===== config.mk =====
export PLATFORM = sky130hd
export DESIGN_NAME = cic_decim_ctrl
export DESIGN_NICKNAME = d
export VERILOG_FILES = /design/src/rtl/cic_decim_ctrl_pkg.sv /design/src/rtl/cic_decim_ctrl_strobe_gen.sv /design/src/rtl/cic_decim_ctrl.sv
export SDC_FILE = /design/constraint.sdc
export NUM_CORES = 1
export LEC_CHECK = 0
export ABC_AREA = 1
export BUFFER_PORTS_ARGS = -buffer_cell sky130_fd_sc_hd__buf_2
export CAP_MARGIN = 20
export CORE_ASPECT_RATIO = 1.4
export CORE_MARGIN = 2
export CORE_UTILIZATION = 45
export CTS_CLUSTER_DIAMETER = 60
export CTS_CLUSTER_SIZE = 30
export DETAILED_ROUTE_END_ITERATION = 12
export PLACE_DENSITY = 0.66
export REMOVE_ABC_BUFFERS = 1
export SYNTH_ARGS = -nofsm -noshare
export SYNTH_HDL_FRONTEND = slang
export SYNTH_HIERARCHICAL = 1
export SYNTH_SLANG_ARGS = --single-unit

===== constraint.sdc =====
create_clock -name clk_i -period 5 [get_ports clk_i]
set_input_delay 0.5 -clock clk_i [delete_from_list [all_inputs] [get_ports clk_i]]
set_output_delay 0.5 -clock clk_i [all_outputs]
set_load 0.01 [all_outputs]

===== src/rtl/cic_decim_ctrl_pkg.sv =====
`default_nettype none
// ============================================================================
// Module : cic_decim_ctrl_pkg
// Brief  : Shared types and helpers for the CIC decimator sequencer.
//          Provides the sequencer state encoding and a floor-log2 helper
//          used to derive rate and counter widths.
// Rev    : 1.0  initial release
// ============================================================================
package cic_decim_ctrl_pkg;

    // Sequencer states: flush the CIC, discard the transient, then run.
    typedef enum logic [1:0] {
        ST_FLUSH  = 2'd0,
        ST_SETTLE = 2'd1,
        ST_RUN    = 2'd2
    } state_t;

    // Floor of log2; log2f(v)+1 bits always hold the value v.
    function automatic int log2f(input int value);
        int r;
        r = 0;
        for (int i = 0; i < 31; i++) begin
            if ((value >> i) != 0) begin
                r = i;
            end
        end
        return r;
    endfunction

endpackage : cic_decim_ctrl_pkg
`default_nettype wire


===== src/rtl/cic_decim_ctrl_strobe_gen.sv =====
`default_nettype none
// ============================================================================
// Module : cic_decim_ctrl_strobe_gen
// Brief  : Decimation phase counter and CIC strobe generation.
//          act_o fires on every accepted sample; act_out_o fires on the
//          sample that completes a decimation period of rate_i samples.
// Ports  : clk_i, rst_n_i   clock, async active-low reset
//          en_i             global enable
//          in_valid_i       input sample present
//          active_i         sequencer allows strobes this cycle
//          clr_i            clear phase counter (rate load)
//          sync_i           phase-align request (0 when feature absent)
//          rate_i           active decimation rate
//          act_o            integrator strobe
//          act_out_o        decimation strobe
// Rev    : 1.0  initial release
// ============================================================================
module cic_decim_ctrl_strobe_gen #(
    parameter int RATE_W = 7
) (
    input  logic              clk_i,
    input  logic              rst_n_i,
    input  logic              en_i,
    input  logic              in_valid_i,
    input  logic              active_i,
    input  logic              clr_i,
    input  logic              sync_i,
    input  logic [RATE_W-1:0] rate_i,
    output logic              act_o,
    output logic              act_out_o
);

    logic [RATE_W-1:0] dcnt_q;
    logic [RATE_W-1:0] w_dcnt_eff;
    logic [RATE_W-1:0] w_last;
    logic              w_sync;
    logic              w_act;
    logic              w_wrap;

    assign w_sync     = sync_i & en_i & active_i;
    // A sync pulse makes the current sample (if any) sample 0 of a new period.
    assign w_dcnt_eff = w_sync ? '0 : dcnt_q;
    assign w_last     = rate_i - 1'b1;
    assign w_act      = active_i & en_i & in_valid_i;
    assign w_wrap     = (w_dcnt_eff == w_last);

    assign act_o      = w_act;
    assign act_out_o  = w_act & w_wrap;

    always_ff @(posedge clk_i or negedge rst_n_i) begin
        if (!rst_n_i) begin
            dcnt_q <= '0;
        end else if (clr_i) begin
            dcnt_q <= '0;
        end else if (w_act) begin
            dcnt_q <= w_wrap ? '0 : (w_dcnt_eff + 1'b1);
        end else if (w_sync) begin
            dcnt_q <= '0;
        end
    end

endmodule : cic_decim_ctrl_strobe_gen
`default_nettype wire


===== src/rtl/cic_decim_ctrl.sv =====
`default_nettype none
// ============================================================================
// Module : cic_decim_ctrl
// Brief  : CIC decimator sequencer. Generates integrator/decimation strobes
//          from the upstream sample strobe, owns the CIC reset, and after
//          every rate change flushes the filter and discards the transient
//          before flagging output data as valid.
// Config : CIC_CTRL_SYNC_EN  adds sync_i, a decimation phase-align pulse.
// Ports  : clk_i, rst_n_i   clock, async active-low reset
//          en_i             global enable (low freezes everything)
//          in_valid_i       input sample strobe
//          rate_i/rate_wr_i requested rate and its load strobe
//          sync_i           phase align (CIC_CTRL_SYNC_EN only)
//          cic_rst_o, cic_en_o, cic_act_o, cic_act_out_o  to the CIC
//          cic_val_i        CIC output valid
//          valid_o          settled CIC output valid
//          settled_o        sequencer in RUN
//          rate_o           active decimation rate
//          rate_err_o       one-cycle pulse on a rejected rate write
// Rev    : 1.0  initial release
// ============================================================================
module cic_decim_ctrl
    import cic_decim_ctrl_pkg::*;
#(
    parameter int MAXRATE      = 64,
    parameter int M            = 2,
    parameter int N            = 5,
    parameter int DEFAULT_RATE = MAXRATE,
    parameter int FLUSH_CYCLES = 2,
    parameter int SETTLE_OUTS  = N * (M + 1),
    localparam int RATE_W      = log2f(MAXRATE) + 1
) (
    input  logic              clk_i,
    input  logic              rst_n_i,
    input  logic              en_i,
    input  logic              in_valid_i,
    input  logic [RATE_W-1:0] rate_i,
    input  logic              rate_wr_i,
`ifdef CIC_CTRL_SYNC_EN
    input  logic              sync_i,
`endif
    output logic              cic_rst_o,
    output logic              cic_en_o,
    output logic              cic_act_o,
    output logic              cic_act_out_o,
    input  logic              cic_val_i,
    output logic              valid_o,
    output logic              settled_o,
    output logic [RATE_W-1:0] rate_o,
    output logic              rate_err_o
);

    localparam int FCNT_W = log2f(FLUSH_CYCLES) + 1;
    localparam int SCNT_W = log2f(SETTLE_OUTS) + 1;

    localparam logic [RATE_W-1:0] C_MAXRATE     = RATE_W'(MAXRATE);
    localparam logic [RATE_W-1:0] C_DEFAULT     = RATE_W'(DEFAULT_RATE);
    localparam logic [FCNT_W-1:0] C_FLUSH_LAST  = FCNT_W'(FLUSH_CYCLES - 1);
    localparam logic [SCNT_W-1:0] C_SETTLE_LAST = SCNT_W'(SETTLE_OUTS - 1);

    state_t            state_q;
    logic [FCNT_W-1:0] fcnt_q;
    logic [SCNT_W-1:0] scnt_q;
    logic [RATE_W-1:0] rate_q;
    logic              rate_err_q;

    logic              w_rate_ok;
    logic              w_wr_ok;
    logic              w_wr_bad;
    logic              w_active;
    logic              w_sync;

    assign w_rate_ok = (rate_i != '0) && (rate_i <= C_MAXRATE);
    assign w_wr_ok   = rate_wr_i & w_rate_ok;
    assign w_wr_bad  = rate_wr_i & ~w_rate_ok;
    // Strobes are suppressed in FLUSH and in the cycle a new rate is loaded.
    assign w_active  = (state_q != ST_FLUSH) & ~w_wr_ok;

`ifdef CIC_CTRL_SYNC_EN
    assign w_sync = sync_i;
`else
    assign w_sync = 1'b0;
`endif

    always_ff @(posedge clk_i or negedge rst_n_i) begin
        if (!rst_n_i) begin
            state_q    <= ST_FLUSH;
            fcnt_q     <= '0;
            scnt_q     <= '0;
            rate_q     <= C_DEFAULT;
            rate_err_q <= 1'b0;
        end else begin
            rate_err_q <= w_wr_bad;
            if (w_wr_ok) begin
                // Any accepted write (even of the current rate) restarts the flush.
                rate_q  <= rate_i;
                state_q <= ST_FLUSH;
                fcnt_q  <= '0;
                scnt_q  <= '0;
            end else if (en_i) begin
                case (state_q)
                    ST_FLUSH: begin
                        if (fcnt_q == C_FLUSH_LAST) begin
                            state_q <= ST_SETTLE;
                            fcnt_q  <= '0;
                        end else begin
                            fcnt_q <= fcnt_q + 1'b1;
                        end
                    end
                    ST_SETTLE: begin
                        if (cic_val_i) begin
                            if (scnt_q == C_SETTLE_LAST) begin
                                state_q <= ST_RUN;
                                scnt_q  <= '0;
                            end else begin
                                scnt_q <= scnt_q + 1'b1;
                            end
                        end
                    end
                    ST_RUN: begin
                        state_q <= ST_RUN;
                    end
                    default: begin
                        state_q <= ST_FLUSH;
                    end
                endcase
            end
        end
    end

    cic_decim_ctrl_strobe_gen #(
        .RATE_W (RATE_W)
    ) u_strobe_gen (
        .clk_i      (clk_i),
        .rst_n_i    (rst_n_i),
        .en_i       (en_i),
        .in_valid_i (in_valid_i),
        .active_i   (w_active),
        .clr_i      (w_wr_ok),
        .sync_i     (w_sync),
        .rate_i     (rate_q),
        .act_o      (cic_act_o),
        .act_out_o  (cic_act_out_o)
    );

    assign cic_rst_o  = (state_q == ST_FLUSH);
    assign cic_en_o   = en_i;
    assign settled_o  = (state_q == ST_RUN);
    assign valid_o    = (state_q == ST_RUN) & en_i & cic_val_i;
    assign rate_o     = rate_q;
    assign rate_err_o = rate_err_q;

endmodule : cic_decim_ctrl
`default_nettype wire


# [After elaboration in Yosys (flattened, before gate mapping)]
# Index checks and enable logic that the tools add are counted.
[word_totals] reg_bits=23 out_inout_bits=14 word_cells=59
[op_classes] addsub=4 order_cmp=1 eq_ne=8 muxes=18 bitwise=10 n_reduce_logical=12
[op_table] cell="two-way mux 7 bit" n=3
[op_table] cell="two-way mux 4 bit" n=5
[op_table] cell="two-way mux 2 bit" n=9
[op_table] cell="nonzero test 2 bit" n=6
[op_table] cell="AND 1 bit" n=8
[op_table] cell="adder 7 x 1 -> 7 bit (second input constant)" n=1
[op_table] cell="== test 7 bit" n=1
[op_table] cell="less-or-equal comparator 7 bit (second input constant)" n=1
[op_table] cell="nonzero test 7 bit" n=1
[op_table] cell="subtractor 7 x 1 -> 7 bit (second input constant)" n=1
[op_table] cell="inequality test 3 bit (second input constant)" n=2
[op_table] cell="case mux 2 bit (3 select lines)" n=1
[op_table] cell="adder 4 x 1 -> 4 bit (second input constant)" n=1
[op_table] cell="== test 2 x 1 -> 1 bit (second input constant)" n=2
[op_table] cell="== test 4 bit (second input constant)" n=1
[op_table] cell="AND reduction 4 bit" n=1
[op_table] cell="inequality test 3 x 1 -> 1 bit (second input constant)" n=1
[op_table] cell="AND reduction 3 bit" n=1
[op_table] cell="adder 2 x 1 -> 2 bit (second input constant)" n=1
[op_table] cell="== test 2 bit (second input constant)" n=1
[op_table] cell="logical NOT 2 bit" n=1
[op_table] cell="NOT 1 bit" n=2
[op_table] cell="AND reduction 2 bit" n=1
[op_table] cell="logical AND 1 bit" n=1

# [Longest topological paths before layout]
# Gate-level depths: netlist of run 1.
[logic_depth] depth_word=9 mapped_depth=20 depth_no_buf=18

# [Modules after synthesis]
# Netlist of run 1, hierarchy kept.
[modules_own_cells] module="cic_decim_ctrl_strobe_gen" n_inst=1 cells_per_inst=156 area_per_inst_um2=890.9 seq_area_each_um2=175.2
[modules_own_cells] module="cic_decim_ctrl" n_inst=1 cells_per_inst=110 area_per_inst_um2=874.6 seq_area_each_um2=401.6

# [Least setup slack after synthesis of run 1]
# OpenSTA, ideal clock, no wires.
[synth_path] path_type="input to output" start="in rate_i[3]" end="out cic_act_out_o" arrival_time_ns=1.909 required_ns=4.500 path_slack_ns=2.591 path_stages=13 path_buffers=1 cell_sequence="nor2_1 > and2_1 > nand2_1 > nand3_2 > buf_4 > nand2_1 > inv_1 > nand3_2 > inv_1 > nand3_1 > nor2_1 > nand2_1 > nor2_1"
[synth_between] elab_chain_len=8 word_cells_on_any_way=9 classes_between="order compare (1); bitwise (6); reduce/logical (2)"
[synth_lines] item="start, declared" line="cic_decim_ctrl.sv:37" source="input logic [RATE_W-1:0] rate_i,"
[synth_lines] item="less-or-equal comparator 7 bit / nonzero test 7 bit (equally long branches)" line="cic_decim_ctrl.sv:73" source="assign w_rate_ok = (rate_i != '0) && (rate_i <= C_MAXRATE);"
[synth_lines] item="logical AND 1 bit *" line="cic_decim_ctrl.sv:73"
[synth_lines] item="AND 1 bit *" line="cic_decim_ctrl.sv:74" source="assign w_wr_ok = rate_wr_i & w_rate_ok;"
[synth_lines] item="NOT 1 bit *" line="cic_decim_ctrl.sv:77" source="assign w_active = (state_q != ST_FLUSH) & ~w_wr_ok;"
[synth_lines] item="AND 1 bit *" line="cic_decim_ctrl.sv:77"
[synth_lines] item="net w_active" line="cic_decim_ctrl.sv:70" source="logic w_active;"
[synth_lines] item="AND 1 bit * (2 in series)" line="cic_decim_ctrl_strobe_gen.sv:44" source="assign w_act = active_i & en_i & in_valid_i;"
[synth_lines] item="net cic_act_o" line="cic_decim_ctrl.sv:44" source="output logic cic_act_o,"
[synth_lines] item="AND 1 bit *" line="cic_decim_ctrl_strobe_gen.sv:48" source="assign act_out_o = w_act & w_wrap;"
[synth_lines] item="end, declared" line="cic_decim_ctrl.sv:45" source="output logic cic_act_out_o,"
# The timed path passes the listed nets; every way through them passes the cells marked *.

# [Worst setup path in the final report of run 1]
[layout_path] start="in rate_i[1]" end="out cic_act_out_o"
[layout_between] elab_chain_len=8 word_cells_on_any_way=9 classes_between="order compare (1); bitwise (6); reduce/logical (2)"
[layout_lines] item="less-or-equal comparator 7 bit / nonzero test 7 bit (equally long branches)" line="cic_decim_ctrl.sv:73"
[layout_lines] item="logical AND 1 bit *" line="cic_decim_ctrl.sv:73"
[layout_lines] item="AND 1 bit *" line="cic_decim_ctrl.sv:74"
[layout_lines] item="NOT 1 bit *" line="cic_decim_ctrl.sv:77"
[layout_lines] item="AND 1 bit *" line="cic_decim_ctrl.sv:77"
[layout_lines] item="net w_active" line="cic_decim_ctrl.sv:70"
[layout_lines] item="AND 1 bit * (2 in series)" line="cic_decim_ctrl_strobe_gen.sv:44"
[layout_lines] item="AND 1 bit *" line="cic_decim_ctrl_strobe_gen.sv:48"
# Marks and branches as above.

==> summary.md, run 1 <==
| Metric | Value |
|---|---|
| Synth async-reset ratio | `100%` |
| Number of flops mapped to enable cells by yosys | `0` |
| Routability congestion estimate from global placement | `around 0.80` |
| Number of library cell types mapped by synthesis | `32` |
| Sequential cell area fraction in the yosys report | `32.7%` |
| Achievable clock frequency | `around 360 MHz` |
| Syn. warnings | `6` |
| Share of the clock period used by the worst path | `a little under three fifths` |
| Cell taking the most area after synthesis | `sky130_fd_sc_hd__dfrtp_1` |
| Wire per inst | `roughly 11 um` |
| Main combinational cell family by area after synthesis | `simple AND/OR/NAND/NOR gates` |
| Ranking of synthesized cells by instance count | `sky130_fd_sc_hd__nand2_1 (97), sky130_fd_sc_hd__inv_1 (35), sky130_fd_sc_hd__nand3_1 (34)` |
| Avg Cell Area, Syn | `6.64 um2` |
| Largest cells by area after synthesis | `sky130_fd_sc_hd__dfrtp_1 (31%), sky130_fd_sc_hd__nand2_1 (21%), sky130_fd_sc_hd__nand3_1 (9.6%), sky130_fd_sc_hd__inv_1 (7.4%), sky130_fd_sc_hd__ha_1 (5.0%)` |
| Peak VDD IR | `0.000215 V` |
| Number of clock buffers inserted by TritonCTS | `3` |
| Half-perimeter wire length after placement | `3060 um` |
| Total negative slack for setup checks | `0 ns` |
| Worst hold-check path type | `primary input to async pin` |
| Initial antenna violation count | `0` |
| Wire length of the first global-routing pass | `approximately 6700 um` |
| Maximum buffer depth of the clock tree | `2` |
| Kind of capture point of the worst setup path | `primary output` |
| Setup slack of the most critical reg-to-reg path | `roughly 3.0 ns` |
| Setup repair after global routing missed its margin | `no` |
| Width of the chip | `56.9 um` |
| Final setup violating endpoints | `0` |
| Die height | `between 70 and 80 um` |
| Capture instance of the worst register-to-register path | `u_strobe_gen/dcnt_q[5]` |
| Number of DRC markers in iteration 0 | `74` |
| Leak Pwr | `around 1.2 nW` |
| Area taken by flip-flops and latches | `577 um2` |
| Area of the die | `0.00445 mm2` |
| Xor-xnor portion of the synthesized cell area | `1.49%` |
| Fraction of the mapped netlist area in compound gates | `3.90%` |
| FF-to-FF path depth | `12` |
| Start point of the critical path | `rate_i[1]` |
| Hold buffer count at CTS | `0` |
| Outcome | `completed` |
| Arrival time reported for the critical path endpoint | `2.27 ns` |
| Maximum number of pins on one net before global-route repair | `24` |
| Global-route congestion overflow total | `0` |
| Wirelength, routed | `about 3800 um` |
| Power per standard cell area | `313 mW/mm2` |
| H-tree levels | `1` |
| Worst clock skew | `0.00106 ns` |
| Main flop type after synthesis | `sky130_fd_sc_hd__dfrtp_1` |
| Number of instances in the synthesized netlist | `266` |
| Tmin final | `around 2.8 ns` |
| Post-CTS sizing | `0` |
| Worst EP required | `around 4.5 ns` |
| Portion of synthesized cell area occupied by the leading cell type | `31.2%` |
| Clk Latency, worst-skew pair | `0.26 ns` |
| Relative slew slack | `66.1%` |
| Drt first pass iters | `4` |
| Footprint of the multi-input gates | `997 um2` |
| Buffer cell driving the clock tree root | `sky130_fd_sc_hd__clkbuf_8` |
| Count of fill cells added during filler insertion | `397` |
| Floorplan Core Area | `0.00371 mm2` |
| Area fraction in and, or, nand and nor cells after synthesis | `45.9%` |
| Mux cell area share after synthesis | `0%` |
| Synthesized cell area | `roughly 0.0018 mm2` |
| # Max-Cap Violations | `0` |
| Clock sinks | `23` |
| Worst setup path end | `cic_act_out_o` |
| CTS tree | `done` |
| Count of unresolved DRC violations after routing | `0` |
| Number of placement rows | `26` |
| Startpoint types | `primary input` |
| Total via count after detailed routing | `1650` |
| I/O pins | `27` |
| Final #Nets | `312` |
| Share of cells above drive strength 1 | `between 15 and 20%` |
| GRT Resource Usage Total | `18.6%` |
| Number of diodes | `0` |
| Vias in the first global route | `roughly 1500` |
| Number of buffers added for setup after CTS | `0` |
| Transition at the pin with the smallest max-transition slack | `0.508 ns` |
| DRT antenna net count | `0` |
| CP max FO | `20` |
| Origin of the critical flop-to-flop path | `state_q[0]` |
| Starting utilization of the core area | `47.6%` |
| Number of register bits inferred by synthesis | `23` |
| Most common cell in the netlist | `sky130_fd_sc_hd__nand2_1` |
| Finished Core Util | `between 50 and 60%` |
| Number of I/O port buffers | `26` |
| Critical Setup Path Class | `primary input to primary output` |
| Number of vias per cell after detailed routing | `4.95` |
| Count of final hold-check violations | `0` |
| Post-CTS clock slew at the launch and capture registers of the worst setup and hold paths | `0.08 ns` |
| Adder-cell share of the synthesized area | `between 4 and 5%` |
| Number of slew-limit violations in the final report | `0` |
| Growth of design area from synthesis to finish | `10.6%` |
==> where the power goes <==
| part | internal, W | leakage, nW | switching (W) |
|---|---|---|---|
| Combinational | 0.0000919 | 0.854 | 0.000160 |
| Sequential | 0.000214 | 0.302 | 0.0000301 |
| Clock | 0.0000556 | 0.0255 | 0.0000590 |
==> area by class of cell <==
| type | instances | share of cell area (%) |
|---|---|---|
| timing repair buffer | 26 | 6.67 |
| clock buffer | 3 | 2.12 |
| multi-input combinational | 199 | 51.1 |
| sequential | 23 | 29.6 |
| inverter | 39 | 7.63 |
| tap | 42 | 2.69 |
| clock inverter | 1 | 0.256 |
==> cells in the final DEF, fill, tap and decap left out, types with 3 or more instances in the layout <==
cell                       count
sky130_fd_sc_hd__inv_2         3
sky130_fd_sc_hd__nand2_4       3
sky130_fd_sc_hd__clkbuf_8      3
sky130_fd_sc_hd__nand3_1      34
sky130_fd_sc_hd__nand2_1      97
sky130_fd_sc_hd__ha_1          7
sky130_fd_sc_hd__nor2_2        3
sky130_fd_sc_hd__nor3_1        4
sky130_fd_sc_hd__nand3_2       4
sky130_fd_sc_hd__nor2_1       22
sky130_fd_sc_hd__inv_1        35
sky130_fd_sc_hd__dfrtp_1      22
sky130_fd_sc_hd__xor2_1        3
sky130_fd_sc_hd__nand4_1       4
sky130_fd_sc_hd__buf_2        26
sky130_fd_sc_hd__nand2_2       3
==> registers in the layout (all words and copies together) (netlist names) <==
name	cells
scnt_q	4
rate_o	7
state_q	2
u_strobe_gen/dcnt_q	7
fcnt_q	2
rate_err_o	1
==> stage by stage <==
step | cells | cell area (um2) | setup slack (ns) | power (W) | hold slack, ns
floorplan | 261 | 1720 | 2.53 | 0.000431 | 0.204
global placement | 329 | 1910 | 2.24 | 0.000497 | 0.484
detailed placement | 329 | 1910 | 2.21 | 0.000499 | 0.492
CTS | 333 | 1950 | 2.21 | 0.000614 | 0.218
global route | 333 | 1950 | 1.98 | 0.000666 | 0.243
finish | 333 | 1950 | 2.23 | 0.000610 | 0.193
==> how the worst min path moves through the flow <==
stage              start         end  slack (ns)  cells past startpoint
2_1_floorplan    rst_n_i   fcnt_q[0]        0.20                      0
6_report         rst_n_i  state_q[1]        0.19                      1
3_3_place_gp   fcnt_q[1]   fcnt_q[1]        0.48                      2
4_1_cts          rst_n_i  state_q[1]        0.22                      1
5_1_grt          rst_n_i  state_q[1]        0.24                      1
3_5_place_dp   fcnt_q[1]   fcnt_q[1]        0.49                      2
==> cell families after synthesis <==
| group | count (synthesis) |
|---|---|
| other | 1 |
| DFF | 23 |
| adders and majority gates | 7 |
| buffers and inverters | 44 |
| and+or+nand+nor | 178 |
| AOI/OAI and AO/OA | 10 |
| xor gates and xnor gates | 3 |
==> metal layers <==
| layer | share of wire, % | global-route usage [%] | up-vias |
|---|---|---|---|
| met3 | 2.8 | 0.824 | 9 |
| met4 | 2.6 | 7.44 | 0 |
| li1 | - | - | 883 |
| met2 | 51 | 33.4 | 35 |
| met5 | 0 | 0 | - |
| met1 | 43 | 22.9 | 723 |
==> critical path, stage by stage <==
cell                      delay (ns)
sky130_fd_sc_hd__buf_2          0.11
sky130_fd_sc_hd__nor2_1         0.13
sky130_fd_sc_hd__and2_1         0.15
sky130_fd_sc_hd__nand2_1        0.07
sky130_fd_sc_hd__nand3_2        0.31
sky130_fd_sc_hd__nand2_1        0.08
sky130_fd_sc_hd__inv_1          0.11
sky130_fd_sc_hd__nand3_2        0.17
sky130_fd_sc_hd__inv_1          0.17
sky130_fd_sc_hd__nand3_1        0.09
sky130_fd_sc_hd__nor2_1         0.10
sky130_fd_sc_hd__nand2_1        0.07
sky130_fd_sc_hd__nor2_1         0.09
sky130_fd_sc_hd__buf_2          0.13
Note: power is estimated with default switching activity, not from simulation.
==> run 2: changes to the inputs <==
PLACE_DENSITY = 0.68   (was 0.66)
clock period = 2.35 ns   (was 5 ns; I/O delays follow)
==> run 2 against run 1 <==
  * Critical path depth shrank 2
  * Final cell count is 0.90% higher
  * Sequential cell count did not move
  * Critical path type is now flop to primary output
  * Via count increased by 3.1%
  * Clock power rose by 110%
  * Critical endpoint unchanged
  * Sequential power increased by 110%
  * Power grew 120%
  * First-iteration DRC count is 39% higher
  * Combinational power is 130% higher
  * Cell area is 1.7% higher
  * Largest power group unchanged
==> summary.md, run 2 (synthesized netlist as in run 1, its figures left out) <==
| Metric | Value |
|---|---|
| Total negative slack for setup checks | `0 ns` |
| Critical Setup Path Class | `flop to primary output` |
| Vias in the first global route | `1702` |
| Routability congestion estimate from global placement | `0.873` |
| Growth of design area from synthesis to finish | `12.5%` |
| Maximum buffer depth of the clock tree | `2` |
| Starting utilization of the core area | `47.6%` |
| Wire per inst | `11.6 um` |
| Number of clock buffers inserted by TritonCTS | `3` |
| Share of power burned in registers | `38.7%` |
| Wirelength, routed | `between 3000 and 4000 um` |
| Kind of capture point of the worst setup path | `primary output` |
| Count of non-filler cells in the finished layout | `336` |
| Part of the power in combinational logic | `43.0%` |
| Startpoint types | `flop` |
| Leak Pwr | `around 1.2 nW` |
| Cell count after placement | `330` |
| Area of the die | `0.00445 mm2` |
| Half-perimeter wire length after placement | `3110 um` |
| Number of DRC markers in iteration 0 | `103` |
| Number of slew-limit violations in the final report | `0` |
| Worst clock skew | `0.00416 ns` |
| Transition at the pin with the smallest max-transition slack | `0.526 ns` |
| Total via count after detailed routing | `1701` |
| # Max-Cap Violations | `0` |
| Area taken by flip-flops and latches | `577 um2` |
| Leading cell type in the layout, fill and taps excluded | `sky130_fd_sc_hd__nand2_1` |
| Number of placement rows | `26` |
| Die height | `78.1 um` |
| Final Total Pwr | `0.00133 W` |
| Wire length of the first global-routing pass | `around 6900 um` |
| Number of I/O port buffers | `26` |
| Power Internal | `0.000787 W` |
| Clk Latency, worst-skew pair | `0.26 ns` |
| Final #Nets | `315` |
| Initial antenna violation count | `0` |
| DRT antenna net count | `0` |
| Achievable clock frequency | `about 460 MHz` |
| Width of the chip | `56.9 um` |
| Arrival time reported for the critical path endpoint | `1.95 ns` |
| Number of vias per cell after detailed routing | `5.06` |
| Buffer cell driving the clock tree root | `sky130_fd_sc_hd__clkbuf_8` |
| Count of final hold-check violations | `0` |
| Count of unresolved DRC violations after routing | `0` |
| Post-CTS clock slew at the launch and capture registers of the worst setup and hold paths | `0.08 ns` |
| CTS tree | `done` |
| Worst EP required | `2.12 ns` |
| Clock share of power | `18.3%` |
| Tmin final | `2.18 ns` |
| Final setup violating endpoints | `0` |
| CP max FO | `7` |
| Global-route congestion overflow total | `0` |
| Final Hold Slack | `0.182 ns` |
| Power per standard cell area | `roughly 670 mW/mm2` |
| Share of the clock period used by the worst path | `93.0%` |
| Footprint of the multi-input gates | `0.00101 mm2` |
| H-tree levels | `1` |
| GRT Resource Usage Total | `18.9%` |
| Drt first pass iters | `5` |
| Count of fill cells added during filler insertion | `405` |
| Power spent charging and discharging nets | `~0.00055 W` |
| Finished Core Util | `53.5%` |
| Number of diodes | `0` |
| Outcome | `completed` |
| Commonest cells after routing, fill and taps aside | `sky130_fd_sc_hd__nand2_1 (97), sky130_fd_sc_hd__nand3_1 (34), sky130_fd_sc_hd__inv_1 (31)` |
| Peak VDD IR | `0.000493 V` |
| Sw frac | `between 40% and 50%` |
| I/O pins | `27` |
| Maximum number of pins on one net before global-route repair | `24` |
| Clock sinks | `23` |
| Relative slew slack | `approximately 65%` |
| Share of cells above drive strength 1 | `19.4%` |
| Worst hold-check path type | `primary input to flop` |
| Floorplan Core Area | `0.00371 mm2` |
==> run 2: changes by cell type in the layout (fill, tap and decap cells not counted), sizes merged <==
cell         delta
dlygate4sd3     +1
clkbuf          +1
buf             +2
clkinv          -1
==> run 2: final cells by class <==
cell class	instances	share of cell area (%)
Multi-Input combinational cell	199	50.7
Timing Repair Buffer	29	7.81
Sequential cell	23	29.0
Tap cell	42	2.65
Clock buffer	4	2.27
Inverter	39	7.50
==> run 2: final timing paths <==
kind | startpoint | endpoint | slack [ns] | cells past startpoint
max in group asynchronous | rst_n_i | rate_o[6] | 1.51 | 2
worst max-delay path | state_q[0] | cic_act_out_o | 0.17 | 12
worst min register to register | fcnt_q[1] | fcnt_q[1] | 0.50 | 2
min in group asynchronous | rst_n_i | rate_err_o | 0.48 | 2
worst max register to register | state_q[0] | u_strobe_gen/dcnt_q[5] | 0.43 | 12
worst min-delay path | rate_i[1] | rate_o[1] | 0.18 | 3
==> run 2: timing repair <==
action | 4_1_cts | 5_1_grt
setup buffers | 0 | 1
cloned | 0 | 0
endpoints found under the setup margin | 1 | 1
hold endpoints to repair | 22 | 0
gates resized for setup | 1 | 5
hold buffers | 1 | 0
==> run 2: power by group through the flow <==
stage                     sequential [W]  clock [W]  combinational, W
final                           0.000517   0.000244          0.000574
after CTS                       0.000517   0.000255          0.000553
after global routing            0.000525   0.000266          0.000663
after detailed placement        0.000525          0          0.000550
after floorplan                 0.000518          0          0.000398
after global placement          0.000523          0          0.000539
==> run 2: metal layers <==
| layer | share of wire, % | vias up | global-route usage, % |
|---|---|---|---|
| met5 | 0 | - | 0 |
| met2 | 51 | 22 | 36.0 |
| met4 | 2.2 | 0 | 7.21 |
| li1 | - | 889 | - |
| met3 | 1.5 | 8 | 0.988 |
| met1 | 45 | 782 | 21.7 |
==> run 2: worst max-delay path: stages (launching register included) <==
cell and delay, ns:
sky130_fd_sc_hd__dfrtp_1 0.37, sky130_fd_sc_hd__inv_1 0.07, sky130_fd_sc_hd__ha_1 0.25, sky130_fd_sc_hd__inv_2 0.11, sky130_fd_sc_hd__nand2_1 0.08, sky130_fd_sc_hd__inv_2 0.09
sky130_fd_sc_hd__nand3_4 0.12, sky130_fd_sc_hd__inv_2 0.12, sky130_fd_sc_hd__nand3_1 0.08, sky130_fd_sc_hd__nor2_1 0.10, sky130_fd_sc_hd__nand2_1 0.08, sky130_fd_sc_hd__nor2_1 0.10
sky130_fd_sc_hd__buf_2 0.13
==> run 2: metrics by stage <==
stage,area (um2),setup WS (ns)
2_1_floorplan,1720,0.405
3_3_place_gp,1910,0.359
3_5_place_dp,1910,0.289
4_1_cts,1970,0.0240
5_1_grt,1990,-0.000536
6_report,1990,0.166
==> run 3: changes to the inputs <==
BUFFER_PORTS_ARGS = unset   (was -buffer_cell sky130_fd_sc_hd__buf_2)
DONT_BUFFER_PORTS = 1   (was unset)
PLACE_DENSITY = unset   (was 0.68)
==> run 3 against run 2 <==
  * Global-route usage up 0.89 points
  * Non-clock buffer count down 24
  * Utilization down 2.5 points
  * Wire length up 5.7%
  * Highest routed layer unchanged
==> summary.md, run 3 (synthesized netlist as in run 1, its figures left out) <==
| Metric | Value |
|---|---|
| Initial antenna violation count | `0` |
| Number of vias per cell after detailed routing | `5.07` |
| Total via count after detailed routing | `between 1500 and 2000` |
| Peak VDD IR | `between 0.0007 and 0.0008 V` |
| Power per standard cell area | `684 mW/mm2` |
| Power Internal | `around 0.00076 W` |
| Number of DRC markers in iteration 0 | `47` |
| Share of power burned in registers | `about two fifths` |
| Achievable clock frequency | `470 MHz` |
| Sw frac | `41.5%` |
| Number of clock buffers inserted by TritonCTS | `3` |
| Total negative slack for setup checks | `0 ns` |
| Worst hold-check path type | `primary input to flop` |
| Kind of capture point of the worst setup path | `primary output` |
| Wirelength, routed | `4100 um` |
| Footprint of the multi-input gates | `0.00101 mm2` |
| Worst EP required | `2.12 ns` |
| Setup repair after global routing missed its margin | `no` |
| Half-perimeter wire length after placement | `3250 um` |
| Topmost layer with routed signal wires | `met4` |
| Share of cells above drive strength 1 | `between 10% and 20%` |
| Detailed-routed wire length on met2 | `roughly 2200 um` |
| Count of final hold-check violations | `0` |
| Post-CTS clock slew at the launch and capture registers of the worst setup and hold paths | `0.08 ns` |
| Count of fill cells added during filler insertion | `396` |
| Number of slew-limit violations in the final report | `0` |
| Width of the chip | `56.9 um` |
| Part of the power in combinational logic | `slightly above 40%` |
| Critical Setup Path Class | `flop to primary output` |
| Global-route congestion overflow total | `0` |
| Startpoint types | `flop` |
| Number of placement rows | `26` |
| Starting utilization of the core area | `~48%` |
| Commonest cells after routing, fill and taps aside | `sky130_fd_sc_hd__nand2_1 (97), sky130_fd_sc_hd__inv_1 (34), sky130_fd_sc_hd__nand3_1 (34)` |
| Number of diodes | `0` |
| GRT Resource Usage Total | `19.8%` |
| Tmin final | `2.13 ns` |
| Count of unresolved DRC violations after routing | `0` |
| Growth of design area from synthesis to finish | `7.30%` |
| M1 wire length | `1670 um` |
| Worst clock skew | `between 0.004 and 0.005 ns` |
| H-tree levels | `1` |
| Finished Core Util | `51.1%` |
| Clock sinks | `23` |
| Leading cell type in the layout, fill and taps excluded | `sky130_fd_sc_hd__nand2_1` |
| Share of the clock period used by the worst path | `90.5%` |
| Wire length of the first global-routing pass | `6910 um` |
| Floorplan Core Area | `0.00371 mm2` |
| Area taken by flip-flops and latches | `577 um2` |
| Maximum buffer depth of the clock tree | `2` |
| Die height | `78.1 um` |
| Buffer cell driving the clock tree root | `sky130_fd_sc_hd__clkbuf_8` |
| Clock share of power | `a little under a fifth` |
| Vias in the first global route | `1532` |
| Met3 routed WL | `158 um` |
| Clk Latency, worst-skew pair | `0.27 ns` |
| Routability congestion estimate from global placement | `0.876` |
| CTS tree | `done` |
| Final #Nets | `291` |
| DRT antenna net count | `0` |
| Outcome | `completed` |
| Drt first pass iters | `7` |
| Final setup violating endpoints | `0` |
| Leak Pwr | `around 1.1 nW` |
| # Max-Cap Violations | `0` |
| Area of the die | `about 0.0044 mm2` |
| Wire per inst | `13.2 um` |
| Power spent charging and discharging nets | `~0.00054 W` |
| Number of I/O port buffers | `0` |
| I/O pins | `27` |
| Arrival time reported for the critical path endpoint | `between 1.5 and 2 ns` |
| Maximum number of pins on one net before global-route repair | `24` |
| CP max FO | `7` |
run 3: cell types whose count changed in the layout (fill, tap and decap cells not counted):
cell / delta
sky130_fd_sc_hd__buf_2: -26
sky130_fd_sc_hd__buf_16: +1
sky130_fd_sc_hd__clkinv_2: +1
sky130_fd_sc_hd__inv_2: -3
sky130_fd_sc_hd__nor2_2: +1
sky130_fd_sc_hd__clkbuf_1: -1
sky130_fd_sc_hd__nor2_1: -1
sky130_fd_sc_hd__buf_4: +1
sky130_fd_sc_hd__inv_1: +3
run 3: per-layer routing:
layer	vias to the layer above	track usage [%]
met2	25	36.1
met4	0	7.91
met5	-	0
met1	713	22.5
met3	7	3.29
li1	836	-
run 3: power groups by stage:
stage | sequential [W] | combinational (W) | clock, W
floorplan | 0.000518 | 0.000398 | 0
global placement | 0.000535 | 0.000485 | 0
detailed placement | 0.000536 | 0.000491 | 0
CTS | 0.000527 | 0.000503 | 0.000256
global route | 0.000537 | 0.000615 | 0.000267
finish | 0.000526 | 0.000523 | 0.000248
run 3: cell type report:
class	instances	area share, %
Inverter	39	7.86
Tap cell	42	2.77
Clock buffer	3	2.18
Clock inverter	1	0.264
Sequential cell	23	30.4
Timing Repair Buffer	5	3.17
Multi-Input combinational cell	199	53.3
run 3: worst max-delay path: stages, from the launching register on:
cell and delay [ns]:
sky130_fd_sc_hd__dfrtp_1 0.38, sky130_fd_sc_hd__inv_1 0.08, sky130_fd_sc_hd__ha_2 0.23, sky130_fd_sc_hd__inv_2 0.09, sky130_fd_sc_hd__nand2_1 0.05, sky130_fd_sc_hd__inv_1 0.11, sky130_fd_sc_hd__nand3_4 0.14, sky130_fd_sc_hd__inv_1 0.12
sky130_fd_sc_hd__nand3_1 0.08, sky130_fd_sc_hd__nor2_1 0.10, sky130_fd_sc_hd__nand2_1 0.09, sky130_fd_sc_hd__nor2_2 0.17
run 3: per-stage QoR:
step	cells	worst slack, ns	hold WS, ns	power [W]	instance area (um2)
2_1_floorplan	261	0.405	-0.0606	0.000916	1720
3_3_place_gp	306	0.343	-0.0602	0.00102	1800
3_5_place_dp	306	0.319	-0.0601	0.00103	1800
4_1_cts	311	0.00409	0.0477	0.00129	1850
5_1_grt	312	0.0720	0.0591	0.00142	1890
6_report	312	0.223	0.0485	0.00130	1890
run 3: timing repair:
| item | 4_1_cts | 5_1_grt |
|---|---|---|
| hold buffers | 1 | 0 |
| hold endpoints to repair | 23 | 0 |
| buffers inserted | 0 | 0 |
| resized for setup | 0 | 4 |
| setup endpoints to repair | 0 | 1 |
run 3: worst paths after layout:
kind | start | endpoint | slack [ns] | cells after the start
worst min register to register | fcnt_q[1] | fcnt_q[1] | 0.51 | 2
worst min-delay path | rate_i[6] | rate_o[6] | 0.05 | 2
max in group asynchronous | rst_n_i | rate_o[6] | 1.60 | 2
min in group asynchronous | rst_n_i | state_q[1] | 0.28 | 1
worst max-delay path | state_q[0] | cic_act_out_o | 0.22 | 11
worst max register to register | rate_o[0] | u_strobe_gen/dcnt_q[3] | 0.47 | 13
